### src/rtl/fetch.sv
// fetch: instruction-fetch stage with PC, imem req/rdy/rvalid port and IF/ID register.
// Optional FETCH_PERF_CNT_EN adds saturating perf_fetched / perf_stall counters.
module fetch #(
  parameter int              XLEN     = 32,
  parameter logic [XLEN-1:0] RESET_PC = '0,
  parameter int              PC_STEP  = 4
) (
  input  logic            clk,
  input  logic            rst_n,
  input  logic            F_stall,
  input  logic            X_redirect,
  input  logic [XLEN-1:0] X_target,
  output logic            imem_req,
  output logic [XLEN-1:0] imem_addr,
  input  logic            imem_rdy,
  input  logic            imem_rvalid,
  input  logic [XLEN-1:0] imem_rdata,
  output logic [XLEN-1:0] D_inst,
  output logic [XLEN-1:0] D_pc,
  output logic            D_valid
`ifdef FETCH_PERF_CNT_EN
  ,
  output logic [31:0]     perf_fetched,
  output logic [31:0]     perf_stall
`endif
);

  typedef enum logic [1:0] {
    S_REQ,
    S_WAIT,
    S_HOLD
  } state_e;

  localparam logic [XLEN-1:0] STEP = XLEN'(PC_STEP);

  state_e          state_q, state_d;
  logic [XLEN-1:0] pc_q, pc_d;
  logic [XLEN-1:0] pc_if_q, pc_if_d;
  logic            kill_q, kill_d;
  logic [XLEN-1:0] hold_inst_q, hold_inst_d;
  logic [XLEN-1:0] hold_pc_q, hold_pc_d;
  logic [XLEN-1:0] d_inst_q, d_inst_d;
  logic [XLEN-1:0] d_pc_q, d_pc_d;
  logic            d_valid_q, d_valid_d;
  logic            req;
  logic            accept;
  logic            ld;
  logic [XLEN-1:0] tgt;
  logic [XLEN-1:0] pc_nxt;

  assign tgt       = X_target & ~XLEN'(3);
  assign pc_nxt    = pc_q + STEP;
  assign imem_req  = req && rst_n;
  assign imem_addr = pc_q;
  assign accept    = imem_req && imem_rdy;
  assign D_inst    = d_inst_q;
  assign D_pc      = d_pc_q;
  assign D_valid   = d_valid_q;

  // Request valid: always in REQ, back-to-back only on a clean WAIT response.
  always_comb begin
    req = 1'b0;
    case (state_q)
      S_REQ:   req = 1'b1;
      S_WAIT:  req = imem_rvalid && !kill_q && !F_stall && !X_redirect;
      default: req = 1'b0;
    endcase
  end

  // Next-state, PC and IF/ID update; redirect outranks stall and responses.
  always_comb begin
    state_d     = state_q;
    pc_d        = pc_q;
    pc_if_d     = pc_if_q;
    kill_d      = kill_q;
    hold_inst_d = hold_inst_q;
    hold_pc_d   = hold_pc_q;
    d_inst_d    = d_inst_q;
    d_pc_d      = d_pc_q;
    d_valid_d   = d_valid_q;
    ld          = 1'b0;
    if (!F_stall || X_redirect) begin
      d_inst_d  = '0;
      d_pc_d    = '0;
      d_valid_d = 1'b0;
    end
    case (state_q)
      S_REQ: begin
        if (X_redirect) begin
          pc_d = tgt;
          if (accept) begin
            kill_d  = 1'b1;
            state_d = S_WAIT;
          end
        end else if (accept) begin
          pc_if_d = pc_q;
          pc_d    = pc_nxt;
          state_d = S_WAIT;
        end
      end
      S_WAIT: begin
        if (X_redirect) begin
          pc_d = tgt;
          if (imem_rvalid) begin
            kill_d  = 1'b0;
            state_d = S_REQ;
          end else begin
            kill_d = 1'b1;
          end
        end else if (imem_rvalid) begin
          if (kill_q) begin
            kill_d  = 1'b0;
            state_d = S_REQ;
          end else if (F_stall) begin
            hold_inst_d = imem_rdata;
            hold_pc_d   = pc_if_q;
            state_d     = S_HOLD;
          end else begin
            d_inst_d = imem_rdata;
            d_pc_d   = pc_if_q;
            ld       = 1'b1;
            if (accept) begin
              pc_if_d = pc_q;
              pc_d    = pc_nxt;
            end else begin
              state_d = S_REQ;
            end
          end
        end
      end
      S_HOLD: begin
        if (X_redirect) begin
          pc_d    = tgt;
          state_d = S_REQ;
        end else if (!F_stall) begin
          d_inst_d = hold_inst_q;
          d_pc_d   = hold_pc_q;
          ld       = 1'b1;
          state_d  = S_REQ;
        end
      end
      default: state_d = S_REQ;
    endcase
    if (ld) d_valid_d = 1'b1;
  end

  // Fetch state and IF/ID pipeline register.
  always_ff @(posedge clk or negedge rst_n) begin
    if (!rst_n) begin
      state_q     <= S_REQ;
      pc_q        <= RESET_PC;
      pc_if_q     <= '0;
      kill_q      <= 1'b0;
      hold_inst_q <= '0;
      hold_pc_q   <= '0;
      d_inst_q    <= '0;
      d_pc_q      <= '0;
      d_valid_q   <= 1'b0;
    end else begin
      state_q     <= state_d;
      pc_q        <= pc_d;
      pc_if_q     <= pc_if_d;
      kill_q      <= kill_d;
      hold_inst_q <= hold_inst_d;
      hold_pc_q   <= hold_pc_d;
      d_inst_q    <= d_inst_d;
      d_pc_q      <= d_pc_d;
      d_valid_q   <= d_valid_d;
    end
  end

`ifdef FETCH_PERF_CNT_EN
  logic [31:0] pf_q, pf_d;
  logic [31:0] ps_q, ps_d;

  assign perf_fetched = pf_q;
  assign perf_stall   = ps_q;

  // Saturating counts of valid IF/ID loads and stalled cycles.
  always_comb begin
    pf_d = pf_q;
    ps_d = ps_q;
    if (ld && d_valid_d && pf_q != 32'hFFFF_FFFF) pf_d = pf_q + 32'd1;
    if (F_stall && ps_q != 32'hFFFF_FFFF) ps_d = ps_q + 32'd1;
  end

  // Performance counter registers.
  always_ff @(posedge clk or negedge rst_n) begin
    if (!rst_n) begin
      pf_q <= '0;
      ps_q <= '0;
    end else begin
      pf_q <= pf_d;
      ps_q <= ps_d;
    end
  end
`endif

endmodule
### config.mk
export PLATFORM = sky130hd
export DESIGN_NAME = fetch
export DESIGN_NICKNAME = d
export VERILOG_FILES = /design/src/rtl/fetch.sv
export SDC_FILE = /design/constraint.sdc
export NUM_CORES = 1
export LEC_CHECK = 0
export CORE_UTILIZATION = 45
export DETAILED_ROUTE_END_ITERATION = 8
export HOLD_SLACK_MARGIN = 0.02
export MAX_ROUTING_LAYER = met4
export PLACE_DENSITY = 0.8
export SYNTH_ARGS = -nofsm -noshare
export SYNTH_HDL_FRONTEND = slang
export SYNTH_SLANG_ARGS = --single-unit
### constraint.sdc
create_clock -name clk -period 1.9 [get_ports clk]
set_input_delay 0.285 -clock clk [delete_from_list [all_inputs] [get_ports clk]]
set_output_delay 0.285 -clock clk [all_outputs]
set_load 0.01 [all_outputs]
==> results by group, run 1 <==
Global routing
  • Antenna violations before repair: 0
  • Grt total ovfl: 0
  • Number of global-route vias before repair: 6941
  • Global-route wire length before repair: 36500 um
  • Total global routing track utilization: 0.248
  • Maximum number of pins on one net before global-route repair: 142

Setup path
  • Worst reg2reg path startpoint: state_q[0]
  • Origin of the worst setup path: state_q[0]
  • Kind of start point of the critical path: flip-flop
  • Worst endpoint required time: 2210 ps
  • Number of cell instances on the worst register-to-register path: 8
  • Category of the critical setup timing path: reg2reg
  • Arrival time at the worst endpoint: 2320 ps
  • Top fanout value on the critical path: 8
  • Reg2Reg Capture Point: pc_if_q[11]
  • Endpoint of the worst setup timing path: pc_if_q[11]
  • Nature of the critical path endpoint: flip-flop
  • Setup slack, reg-to-reg: -110 ps

Clock tree
  • Worst-skew pair later-pin latency: 430 ps
  • Root Driver: sky130_fd_sc_hd__clkbuf_16
  • Clk buf depth: 2
  • Clock Sinks: 190
  • Clock slew seen by the registers of the worst setup and hold paths: 80 ps
  • H-tree lvl count: 4
  • Clock tree from TritonCTS: yes
  • Num CTS Buffers: 17

Layout
  • Layout cells sized above 1: 0.319
  • Fillcell total: 1249
  • Final #Nets: 1028
  • Diode count: 0
  • Number of standard cells in the final layout excluding fillers: 1196
  • Area growth syn-to-layout: 47.2%

Timing
  • Hold Slack: 405 ps
  • Unrepaired setup endpoints after global routing: true
  • Clk_skew: 11.0 ps
  • Tightest Pin Transition: 779 ps
  • Finish-stage setup viols: 128
  • Achievable Freq: 498 MHz
  • Remaining max-slew budget at the tightest pin: 0.481
  • Setup WS post-layout: -107 ps
  • Share of the clock period used by the worst path: 1.06
  • Final hold viol count: 0
  • Post-layout min period: 2010 ps
  • Total count of max-transition violations in the final report: 0

Pwr
  • Fraction of power spent switching nets: 0.345
  • Power density over the cells: 1330 nW/um2
  • Sequential share of power: 0.380
  • Leakage power total: 5.49 nW
  • Net load switching power: 5.71 mW
  • Internal power consumption: 10.8 mW
  • Worst IR drop on VDD: 738 uV
  • Combinational cell fraction of total power: 0.406
  • Clock power frac: 0.214

Hold path
  • Worst hold path class: in2async

Run status
  • Violated checks: negative setup slack
  • Run status: complete, but fails checks

Routing
  • Pre-antenna DRT Iters: 5
  • Detailed-route via count: 7139
  • Vias per std cell: 5.97
  • Aggregate routed wire length: 25500 um
  • WL per Instance: 21.3 um
  • DRC errors left: 0
  • First-iteration detailed-routing DRC count: 448
  • Antenna Nets Post-Route: 0

Floorplanning
  • Placeable core area: 18200 um2
  • # IOs: 168
  • Starting density of the core: 0.466
  • Horiz. Die Dim: 139 um
  • Number of placement rows: 49
  • Floorplan die height: 139 um
  • Die Outline Area: 19400 um2

Place
  • Post-detail-place hpwl: 14700 um
  • Port Buffers: 163
  • Last weighted congestion value of the routability-driven placer: 0.908
  • Placed cell count: 1128

Synth
  • Synth Cell Area: 8480 um2
  • Flop and latch count out of synthesis: 190
  • Cell count after synthesis: 693
  • Synth warnings: 0
  • Commonest register cell after synthesis: sky130_fd_sc_hd__dfrtp_1
  • EDFF count, synth: 0
  • Async SR Flop Fraction: 1.00
  • Sequential share of the synthesized area: 0.561
  • Post-synth cell types: 49
  • Average size of a mapped cell: 12.2 um2

Flow run
  • Max-Cap Viols: 0
-- final cells by class --
type / count / area, um2 / area share
sequential: 190 / 4760 / 0.381
multi-input combinational: 439 / 3650 / 0.292
timing repair buffer: 298 / 3170 / 0.254
clock buffer: 20 / 467 / 0.0374
tap: 229 / 287 / 0.0230
clock inverter: 12 / 120 / 0.00962
inverter: 8 / 35.0 / 0.00281
-- worst max-delay path: stages (launching register included) --
cell                      delay [ps]
sky130_fd_sc_hd__dfrtp_1         430
sky130_fd_sc_hd__ha_4            180
sky130_fd_sc_hd__buf_6           110
sky130_fd_sc_hd__buf_6           110
sky130_fd_sc_hd__nor2b_1         100
sky130_fd_sc_hd__a31oi_1          50
sky130_fd_sc_hd__or3_4           420
sky130_fd_sc_hd__buf_16          180
sky130_fd_sc_hd__mux2_4          300
-- metal layers --
metal | GRT usage | up-vias | part of all wire
met4 | 0.0807 | 0 | 0.021
met1 | 0.323 | 3587 | 0.43
met2 | 0.392 | 326 | 0.49
met3 | 0.0461 | 46 | 0.062
met5 | - | - | 0
li1 | - | 3180 | -
-- what timing repair did --
action,CTS,global route
resized for setup,30,55
hold endpoints to repair,9,0
pin swaps,3,58
cloned,5,15
buffers inserted,5,11
endpoints found under the setup margin,120,138
hold buffers,1,0
-- cell usage after synthesis (all sizes together) (4+ instances only) --
cell,instances,share of area
nor2,13,0.0060
o22ai,13,0.0096
mux2,89,0.12
a21oi,42,0.026
or4,5,0.0044
or3,4,0.0030
nand4,8,0.0059
clkbuf,44,0.019
ha,4,0.0059
a31oi,5,0.0037
buf,14,0.012
and3,5,0.0043
inv,8,0.0035
dfrtp,190,0.56
a22o,124,0.13
o21ai,25,0.015
o31ai,9,0.0080
a2bb2oi,7,0.0094
nand2,35,0.015
nand3,10,0.0059
and2,5,0.0037
-- worst min path at each step --
stage | startpoint | end | slack (ps)
after floorplan | rst_n | D_inst[0] | -10
after global placement | rst_n | kill_q | 280
after detailed placement | rst_n | kill_q | 270
after CTS | rst_n | imem_addr[28] | 390
after global routing | rst_n | imem_addr[28] | 410
final | rst_n | imem_addr[31] | 410
-- sequential cells by signal (all words and copies together), names as in the netlist --
register and cells:
D_valid 1, pc_if_q 30, hold_pc_q 30, imem_addr 30, D_inst 32, D_pc 32, kill_q 1, state_q 2
hold_inst_q 32
-- layout by cell type (no fill, tap or decap), types with 4 or more instances in the layout --
cell / instances
sky130_fd_sc_hd__dfrtp_1: 189
sky130_fd_sc_hd__clkdlybuf4s50_1: 161
sky130_fd_sc_hd__a22o_1: 124
sky130_fd_sc_hd__mux2_2: 88
sky130_fd_sc_hd__buf_4: 87
sky130_fd_sc_hd__nand2_1: 32
sky130_fd_sc_hd__clkbuf_16: 27
sky130_fd_sc_hd__a21oi_1: 26
sky130_fd_sc_hd__a21oi_2: 15
sky130_fd_sc_hd__o21ai_0: 15
sky130_fd_sc_hd__buf_6: 15
sky130_fd_sc_hd__buf_12: 15
sky130_fd_sc_hd__o22ai_1: 13
sky130_fd_sc_hd__nor2_1: 10
sky130_fd_sc_hd__inv_6: 9
sky130_fd_sc_hd__nand3_1: 9
sky130_fd_sc_hd__nand4_1: 8
sky130_fd_sc_hd__o31ai_1: 8
sky130_fd_sc_hd__o21ai_1: 6
sky130_fd_sc_hd__inv_1: 5
sky130_fd_sc_hd__a31oi_1: 5
sky130_fd_sc_hd__or4_1: 5
sky130_fd_sc_hd__and2_1: 4
sky130_fd_sc_hd__and3_1: 4
sky130_fd_sc_hd__a2bb2oi_2: 4
sky130_fd_sc_hd__o21ai_2: 4
sky130_fd_sc_hd__clkbuf_8: 4
sky130_fd_sc_hd__buf_16: 4
-- power by group through the flow --
stage | clock network (mW) | registers (mW) | logic (mW)
global route | 3.76 | 6.45 | 7.10
floorplan | 0 | 6.41 | 2.64
global placement | 0 | 6.21 | 5.40
CTS | 3.60 | 6.23 | 6.00
detailed placement | 0 | 6.30 | 5.53
finish | 3.55 | 6.28 | 6.72
-- kinds of logic (layout without fill, tap and decap cells) --
group | count (synthesis) | after routing | synth area share
compound gates | 243 | 244 | 0.217
fa+ha+maj | 4 | 4 | 0.00590
buf+inv | 66 | 338 | 0.0354
flops | 190 | 190 | 0.561
mux | 90 | 90 | 0.119
other cells | 1 | 2 | 0.000442
simple gates | 99 | 99 | 0.0609
-- stage by stage --
step                instance area, um2  total power [mW]  setup TNS (ps)  setup slack [ps]   util
floorplan                         8490              9.05           -1820             -25.4      -
global placement                 11100              11.6          -31290              -362  0.609
detailed placement               11100              11.8          -32950              -386  0.609
CTS                              11900              15.8           -3570              -108  0.655
global route                     12500              17.3          -15170              -198  0.686
finish                           12500              16.6           -5360              -107  0.686
Note: power is estimated with default switching activity, not from simulation.
==> run 2, diff against run 1 <==
GPL_ROUTABILITY_DRIVEN = 0   (was default)
==> run 2 against run 1 <==
Via count is 0.78% higher. Total power grew 3.3%. Cell count shrank 2.8%. Wire length rose by 1.3%. Cell area decreased by 0.42%. First-iteration DRC count is 34% higher. Largest cell class unchanged. Global-route usage down 1.1 points. Hold slack improved by 31 ps. Sequential cell count unchanged. The flow still finishes with violations (negative setup slack). Largest power group unchanged. Combinational power rose by 2%.
==> results by group, run 2 (synthesized netlist as in run 1, its figures left out) <==
Floorplanning
  • # IOs: 168 (unchanged)
  • Die Outline Area: 19400 um2 (unchanged)
  • Horiz. Die Dim: 139 um (unchanged)
  • Number of placement rows: 49 (unchanged)
  • Starting density of the core: 0.466 (unchanged)
  • Floorplan die height: 139 um (unchanged)
  • Placeable core area: 18200 um2 (unchanged)

Timing
  • Unrepaired setup endpoints after global routing: true
  • Post-layout min period: 2210 ps (+207 ps)
  • Final hold viol count: 0 (unchanged)
  • Tightest Pin Transition: 1060 ps (+278 ps)
  • Remaining max-slew budget at the tightest pin: 0.296 (-0.185)
  • Share of the clock period used by the worst path: 1.17 (+0.109)
  • Total count of max-transition violations in the final report: 0 (unchanged)
  • Aggregate negative setup slack: -9630 ps (-4270 ps)
  • Clk_skew: 11.2 ps (+0.180 ps)
  • Achievable Freq: 452 MHz (-9.4%)
  • Setup WS post-layout: -314 ps (-207 ps)
  • Finish-stage setup viols: 120 (-6.3%)

Clock tree
  • Clock slew seen by the registers of the worst setup and hold paths: 70 ps (about the same)
  • Clock tree from TritonCTS: yes
  • Num CTS Buffers: 17 (unchanged)
  • H-tree lvl count: 4 (unchanged)
  • Clock Sinks: 190 (unchanged)
  • Worst-skew pair later-pin latency: 430 ps (about the same)
  • Root Driver: sky130_fd_sc_hd__clkbuf_16
  • Clk buf depth: 2 (unchanged)

Layout
  • Layout cells sized above 1: 0.293 (-0.0251)
  • Final #Nets: 995 (-3.2%)
  • Area growth syn-to-layout: 46.6%
  • Diode count: 0 (unchanged)
  • Commonest non-fill, non-tap cell in the layout: sky130_fd_sc_hd__dfrtp_1
  • Share of the core filled with cells in the final layout: 0.683 (-0.00289)
  • Most frequent cells in the layout: sky130_fd_sc_hd__dfrtp_1, sky130_fd_sc_hd__clkdlybuf4s50_1, sky130_fd_sc_hd__a22o_1
  • Number of standard cells in the final layout excluding fillers: 1163 (-2.8%)

Setup path
  • Worst endpoint required time: 2210 ps (about the same)
  • Arrival time at the worst endpoint: 2520 ps (+200 ps)
  • Cell family with the largest share of critical-path delay: buffers and inverters
  • WP buf/inv: 5 (+2)
  • Origin of the worst setup path: X_redirect
  • Nature of the critical path endpoint: flip-flop
  • Top fanout value on the critical path: 20 (+12)
  • Kind of start point of the critical path: input pin
  • Slowest stage delay, CP: 670 ps (+240 ps)
  • Slowest-stage cell, CP: sky130_fd_sc_hd__clkdlybuf4s50_1
  • Worst reg2reg path startpoint: state_q[0]
  • Cells along the critical path: clkdlybuf4s50_1 -> buf_4 -> inv_1 -> a222oi_1 -> buf_4 -> and2_4 -> buf_12 -> a21oi_1 -> a21oi_1
  • Category of the critical setup timing path: in2reg

Run status
  • Violated checks: negative setup slack
  • Run status: complete, but fails checks

Hold path
  • Worst hold path class: in2async

Routing
  • Vias per std cell: 6.19 (+3.6%)
  • Pre-antenna DRT Iters: 5 (unchanged)
  • Detailed-route via count: 7195 (+0.78%)
  • Antenna Nets Post-Route: 0 (unchanged)
  • WL per Instance: 22.2 um (+4.2%)
  • DRC errors left: 0 (unchanged)
  • Aggregate routed wire length: 25800 um (+1.3%)
  • First-iteration detailed-routing DRC count: 599 (+34%)

Flow run
  • Max-Cap Viols: 0 (unchanged)

Global routing
  • Global-route wire length before repair: 35300 um (-3.2%)
  • Total global routing track utilization: 0.237 (-0.0112)
  • Antenna violations before repair: 0 (unchanged)
  • Number of global-route vias before repair: 6802 (-2.0%)
  • Maximum number of pins on one net before global-route repair: 181 (+27%)
  • Grt total ovfl: 0 (unchanged)

Place
  • Port Buffers: 163 (unchanged)
  • Placed cell count: 1101 (-2.4%)
  • Worst setup slack after placement: -382 ps (+4.09 ps)
  • Post-detail-place hpwl: 13800 um (-5.9%)

Pwr
  • Leakage power total: 5.58 nW (+1.7%)
  • Power density over the cells: 1380 nW/um2 (+3.7%)
  • Worst IR drop on VDD: 723 uV (-2.0%)
-- run 2: cell count changes in the layout (fill, tap and decap cells not counted), moves of 3 or more --
cell	previous run	this run
sky130_fd_sc_hd__a21oi_1	26	29
sky130_fd_sc_hd__buf_4	87	68
sky130_fd_sc_hd__buf_6	15	6
sky130_fd_sc_hd__buf_8	3	0
sky130_fd_sc_hd__bufinv_16	1	4
sky130_fd_sc_hd__clkbuf_8	4	1
sky130_fd_sc_hd__inv_6	9	2
sky130_fd_sc_hd__inv_8	0	3
sky130_fd_sc_hd__mux2_2	88	36
sky130_fd_sc_hd__mux2_4	1	53
sky130_fd_sc_hd__nand2_2	3	0
sky130_fd_sc_hd__o21ai_2	4	0
-- run 2: power breakdown --
| part | switching (mW) | leakage [nW] | internal (mW) | total [mW] |
|---|---|---|---|---|
| logic | 3.18 | 2.86 | 3.66 | 6.84 |
| registers | 1.00 | 2.42 | 5.39 | 6.39 |
| clock network | 1.63 | 0.303 | 2.24 | 3.87 |
-- run 2: timing repair --
action	4_1_cts	5_1_grt
setup endpoints to repair	69	189
hold buffers	1	0
gates resized for setup	26	110
hold endpoints to repair	10	0
gates cloned	2	11
setup buffers	7	9
pin swaps	6	8
-- run 2: through the flow --
step | power (mW) | hold WS, ps | cell area [um2]
floorplan | 9.05 | -10.6 | 8490
global placement | 11.4 | 281 | 10800
detailed placement | 11.6 | 284 | 10800
finish | 17.1 | 436 | 12400
global route | 17.8 | 438 | 12400
CTS | 15.8 | 403 | 11700
-- run 2: metal layers --
layer  share of wire  vias up  global-route usage  routed length [um]
met1            0.43     3636               0.329               11000
met4           0.026        0              0.0678                 668
li1                -     3107                   -                   -
met3           0.074       58              0.0354                1900
met5               0        -                   -                   0
met2            0.47      394               0.361               12200
-- run 2: worst reg2reg max path, stage by stage, from the launching register on --
cell,delay (ps)
sky130_fd_sc_hd__dfrtp_1,430
sky130_fd_sc_hd__ha_4,210
sky130_fd_sc_hd__buf_6,110
sky130_fd_sc_hd__nor2b_4,120
sky130_fd_sc_hd__a222oi_1,290
sky130_fd_sc_hd__buf_4,210
sky130_fd_sc_hd__and2_4,180
sky130_fd_sc_hd__buf_12,170
sky130_fd_sc_hd__a21oi_1,100
sky130_fd_sc_hd__a21oi_1,280
-- run 2: worst paths after layout --
kind                                 end  slack (ps)  cells past startpoint
max                         imem_addr[7]        -310                      9
min                        imem_addr[28]         440                      3
max reg2reg                 imem_addr[7]        -310                      9
min reg2reg                      D_valid         480                      2
max in group asynchronous   imem_addr[6]         380                      3
min in group clk            imem_addr[3]         480                      3
-- run 2: cell type report --
class | count | area [um2]
Fill cell | 1214 | 5780
Sequential cell | 190 | 4760
Multi-Input combinational cell | 438 | 3880
Timing Repair Buffer | 266 | 2840
Clock buffer | 18 | 429
Tap cell | 229 | 287
Clock inverter | 14 | 208
Inverter | 8 | 30.0
==> run 3, diff against run 2 <==
GPL_ROUTABILITY_DRIVEN = 1   (was 0)
PLACE_DENSITY = 0.77   (was 0.8)
clock period = 2.6 ns   (was 1.9 ns; I/O delays follow)
==> run 3 against run 2 <==
The run now ends clean. Critical path type is now reg2out. Sequential cell count did not move. Via count down 12%. Highest routed layer unchanged. Register-to-register slack improved by 760 ps. Die area is the same.
==> results by group, run 3 (synthesized netlist as in run 1, its figures left out) <==
Clock tree
  • Postcts setup bufs: 0 (-7)
  • H-tree lvl count: 4 (unchanged)
  • Num CTS Buffers: 17 (unchanged)
  • Root Driver: sky130_fd_sc_hd__clkbuf_16
  • Clock slew seen by the registers of the worst setup and hold paths: 70 ps (about the same)
  • Worst-skew pair later-pin latency: 430 ps (about the same)
  • Clock tree from TritonCTS: yes
  • Clock Sinks: 190 (unchanged)
  • Clk buf depth: 2 (unchanged)

Setup path
  • Worst endpoint required time: 2210 ps (about the same)
  • Category of the critical setup timing path: reg2out
  • Number of cell instances on the worst register-to-register path: 6 (-3)
  • Endpoint of the worst setup timing path: imem_req
  • Slowest stage delay, CP: 520 ps (-150 ps)
  • Arrival time at the worst endpoint: 2110 ps (-410 ps)
  • Kind of start point of the critical path: flip-flop
  • Top fanout value on the critical path: 8 (-60%)
  • WP buf/inv: 2 (-3)
  • Slowest-stage cell, CP: sky130_fd_sc_hd__clkdlybuf4s50_1
  • Number of cells on the critical path: 6 (-3)
  • Setup slack, reg-to-reg: 450 ps (+760 ps)
  • Origin of the worst setup path: state_q[1]
  • Nature of the critical path endpoint: primary output
  • Cell family with the largest share of critical-path delay: buffers and inverters
  • Reg2Reg Capture Point: imem_addr[28]
  • Worst reg2reg path startpoint: imem_addr[3]
  • Cells along the critical path: inv_1 -> ha_4 -> nand4bb_4 -> nor2_4 -> o21a_1 -> clkdlybuf4s50_1

Floorplanning
  • # IOs: 168 (unchanged)
  • Starting density of the core: 0.466 (unchanged)
  • Horiz. Die Dim: 139 um (unchanged)
  • Number of placement rows: 49 (unchanged)
  • Die Outline Area: 19400 um2 (unchanged)
  • Placeable core area: 18200 um2 (unchanged)
  • Floorplan die height: 139 um (unchanged)

Pwr
  • Sequential share of power: 0.444 (+0.070)
  • Net load switching power: 3.61 mW (-38%)
  • PnR Total Power: 10.8 mW (-37%)
  • Fraction of power spent switching nets: 0.334 (-0.00583)
  • Leakage power total: 4.77 nW (-15%)
  • Power density over the cells: 974 nW/um2 (-29%)
  • Internal power consumption: 7.18 mW (-36%)
  • Combinational cell fraction of total power: 0.304 (-0.096)
  • Worst IR drop on VDD: 514 uV (-29%)
  • Clock power frac: 0.252 (+0.026)

Layout
  • Layout cells sized above 1: 0.185 (-0.108)
  • Commonest non-fill, non-tap cell in the layout: sky130_fd_sc_hd__dfrtp_1
  • Share of the core filled with cells in the final layout: 0.608 (-0.0747)
  • Final #Nets: 913 (-8.2%)
  • Fillcell total: 1465 (+21%)
  • Area taken by flip-flops and latches: 4750 um2 (about the same)
  • Post-route cell area: 11100 um2 (-11%)
  • Multi-input gate area: 3480 um2 (-10%)
  • Number of standard cells in the final layout excluding fillers: 1081 (-7.1%)
  • Most frequent cells in the layout: sky130_fd_sc_hd__dfrtp_1, sky130_fd_sc_hd__clkdlybuf4s50_1, sky130_fd_sc_hd__a22o_1
  • Area growth syn-to-layout: 30.5%
  • Diode count: 0 (unchanged)

Routing
  • WL per Instance: 19.2 um (-14%)
  • Pre-antenna DRT Iters: 5 (unchanged)
  • First-iteration detailed-routing DRC count: 437 (-27%)
  • Detailed-route via count: 6353 (-12%)
  • DRC errors left: 0 (unchanged)
  • Antenna Nets Post-Route: 0 (unchanged)
  • Vias per std cell: 5.88 (-5.0%)
  • Aggregate routed wire length: 20700 um (-20%)

Place
  • Cell area after placement: 10400 um2 (-3.9%)
  • Post-detail-place hpwl: 12900 um (-6.8%)
  • Placed cell count: 1048 (-4.8%)
  • Last weighted congestion value of the routability-driven placer: 0.928
  • Port Buffers: 163 (unchanged)

Global routing
  • Antenna violations before repair: 0 (unchanged)
  • Grt total ovfl: 0 (unchanged)
  • Global-route wire length before repair: 33600 um (-4.7%)
  • Number of global-route vias before repair: 6128 (-9.9%)
  • Maximum number of pins on one net before global-route repair: 173 (-4.4%)
  • Total global routing track utilization: 0.228 (-0.00900)

Timing
  • Finish-stage setup viols: 0 (-100%)
  • Remaining max-slew budget at the tightest pin: 0.394 (+0.0988)
  • Achievable Freq: 400 MHz
  • Tightest Pin Transition: 908 ps (-148 ps)
  • Clk_skew: 12.9 ps (+1.74 ps)
  • Aggregate negative setup slack: 0 ps (+9630 ps)
  • Final hold viol count: 0 (unchanged)
  • Unrepaired setup endpoints after global routing: false
  • Share of the clock period used by the worst path: 0.961
  • Post-layout min period: 2500 ps
  • Total count of max-transition violations in the final report: 0 (unchanged)

Run status
  • Run status: finished, final reports clean

Flow run
  • Max-Cap Viols: 0 (unchanged)

Hold path
  • Worst hold path class: in2async
==> run 3: how the worst min path moves through the flow <==
stage          slack (ps)  startpoint           to
6_report              410       rst_n       kill_q
5_1_grt               430       rst_n       kill_q
4_1_cts               410       rst_n  pc_if_q[31]
3_5_place_dp          270       rst_n       kill_q
3_3_place_gp          270       rst_n       kill_q
2_1_floorplan          90       rst_n    D_inst[0]
==> run 3: power by group through the flow <==
stage | Sequential, mW | Combinational [mW] | Clock [mW]
detailed placement | 4.82 | 3.24 | 0
floorplan | 4.68 | 1.92 | 0
global placement | 4.78 | 3.17 | 0
finish | 4.79 | 3.27 | 2.72
CTS | 4.78 | 3.27 | 2.79
global route | 4.94 | 3.58 | 2.90
==> run 3: worst register-to-register path: cells and delay by family (launching register included) <==
family,cells,cell delay (ps)
AOI/OAI and AO/OA,2,340
and+or+nand+nor,3,1000
adders and majority gates,1,260
DFF,1,490
==> run 3: routing by layer <==
metal,part of all wire,routed length (um),GRT usage,vias to the layer above
li1,-,-,-,2934
met1,0.48,9910,0.327,3159
met2,0.45,9310,0.328,237
met3,0.063,1310,0.0420,23
met4,0.010,208,0.0649,0
met5,0,0,-,-
==> run 3: metrics by stage <==
stage / hold slack, ps / worst slack [ps]
6_report: 413 / 101
5_1_grt: 429 / 5.72
4_1_cts: 414 / 39.1
3_5_place_dp: 268 / 56.6
3_3_place_gp: 269 / 87.0
2_1_floorplan: 94.4 / 510
==> run 3: repair_timing <==
item / 4_1_cts / 5_1_grt
hold endpoints to repair: 18 / 0
endpoints found under the setup margin: 1 / 1
gates cloned: 0 / 0
hold buffers: 1 / 0
resized for setup: 2 / 1
pin swaps: 0 / 1
==> run 3: cell type report <==
cell class,instances,area share
Clock buffer,19,0.0400
Multi-Input combinational cell,438,0.315
Clock inverter,13,0.0162
Tap cell,229,0.0259
Inverter,8,0.00271
Timing Repair Buffer,184,0.171
Sequential cell,190,0.429
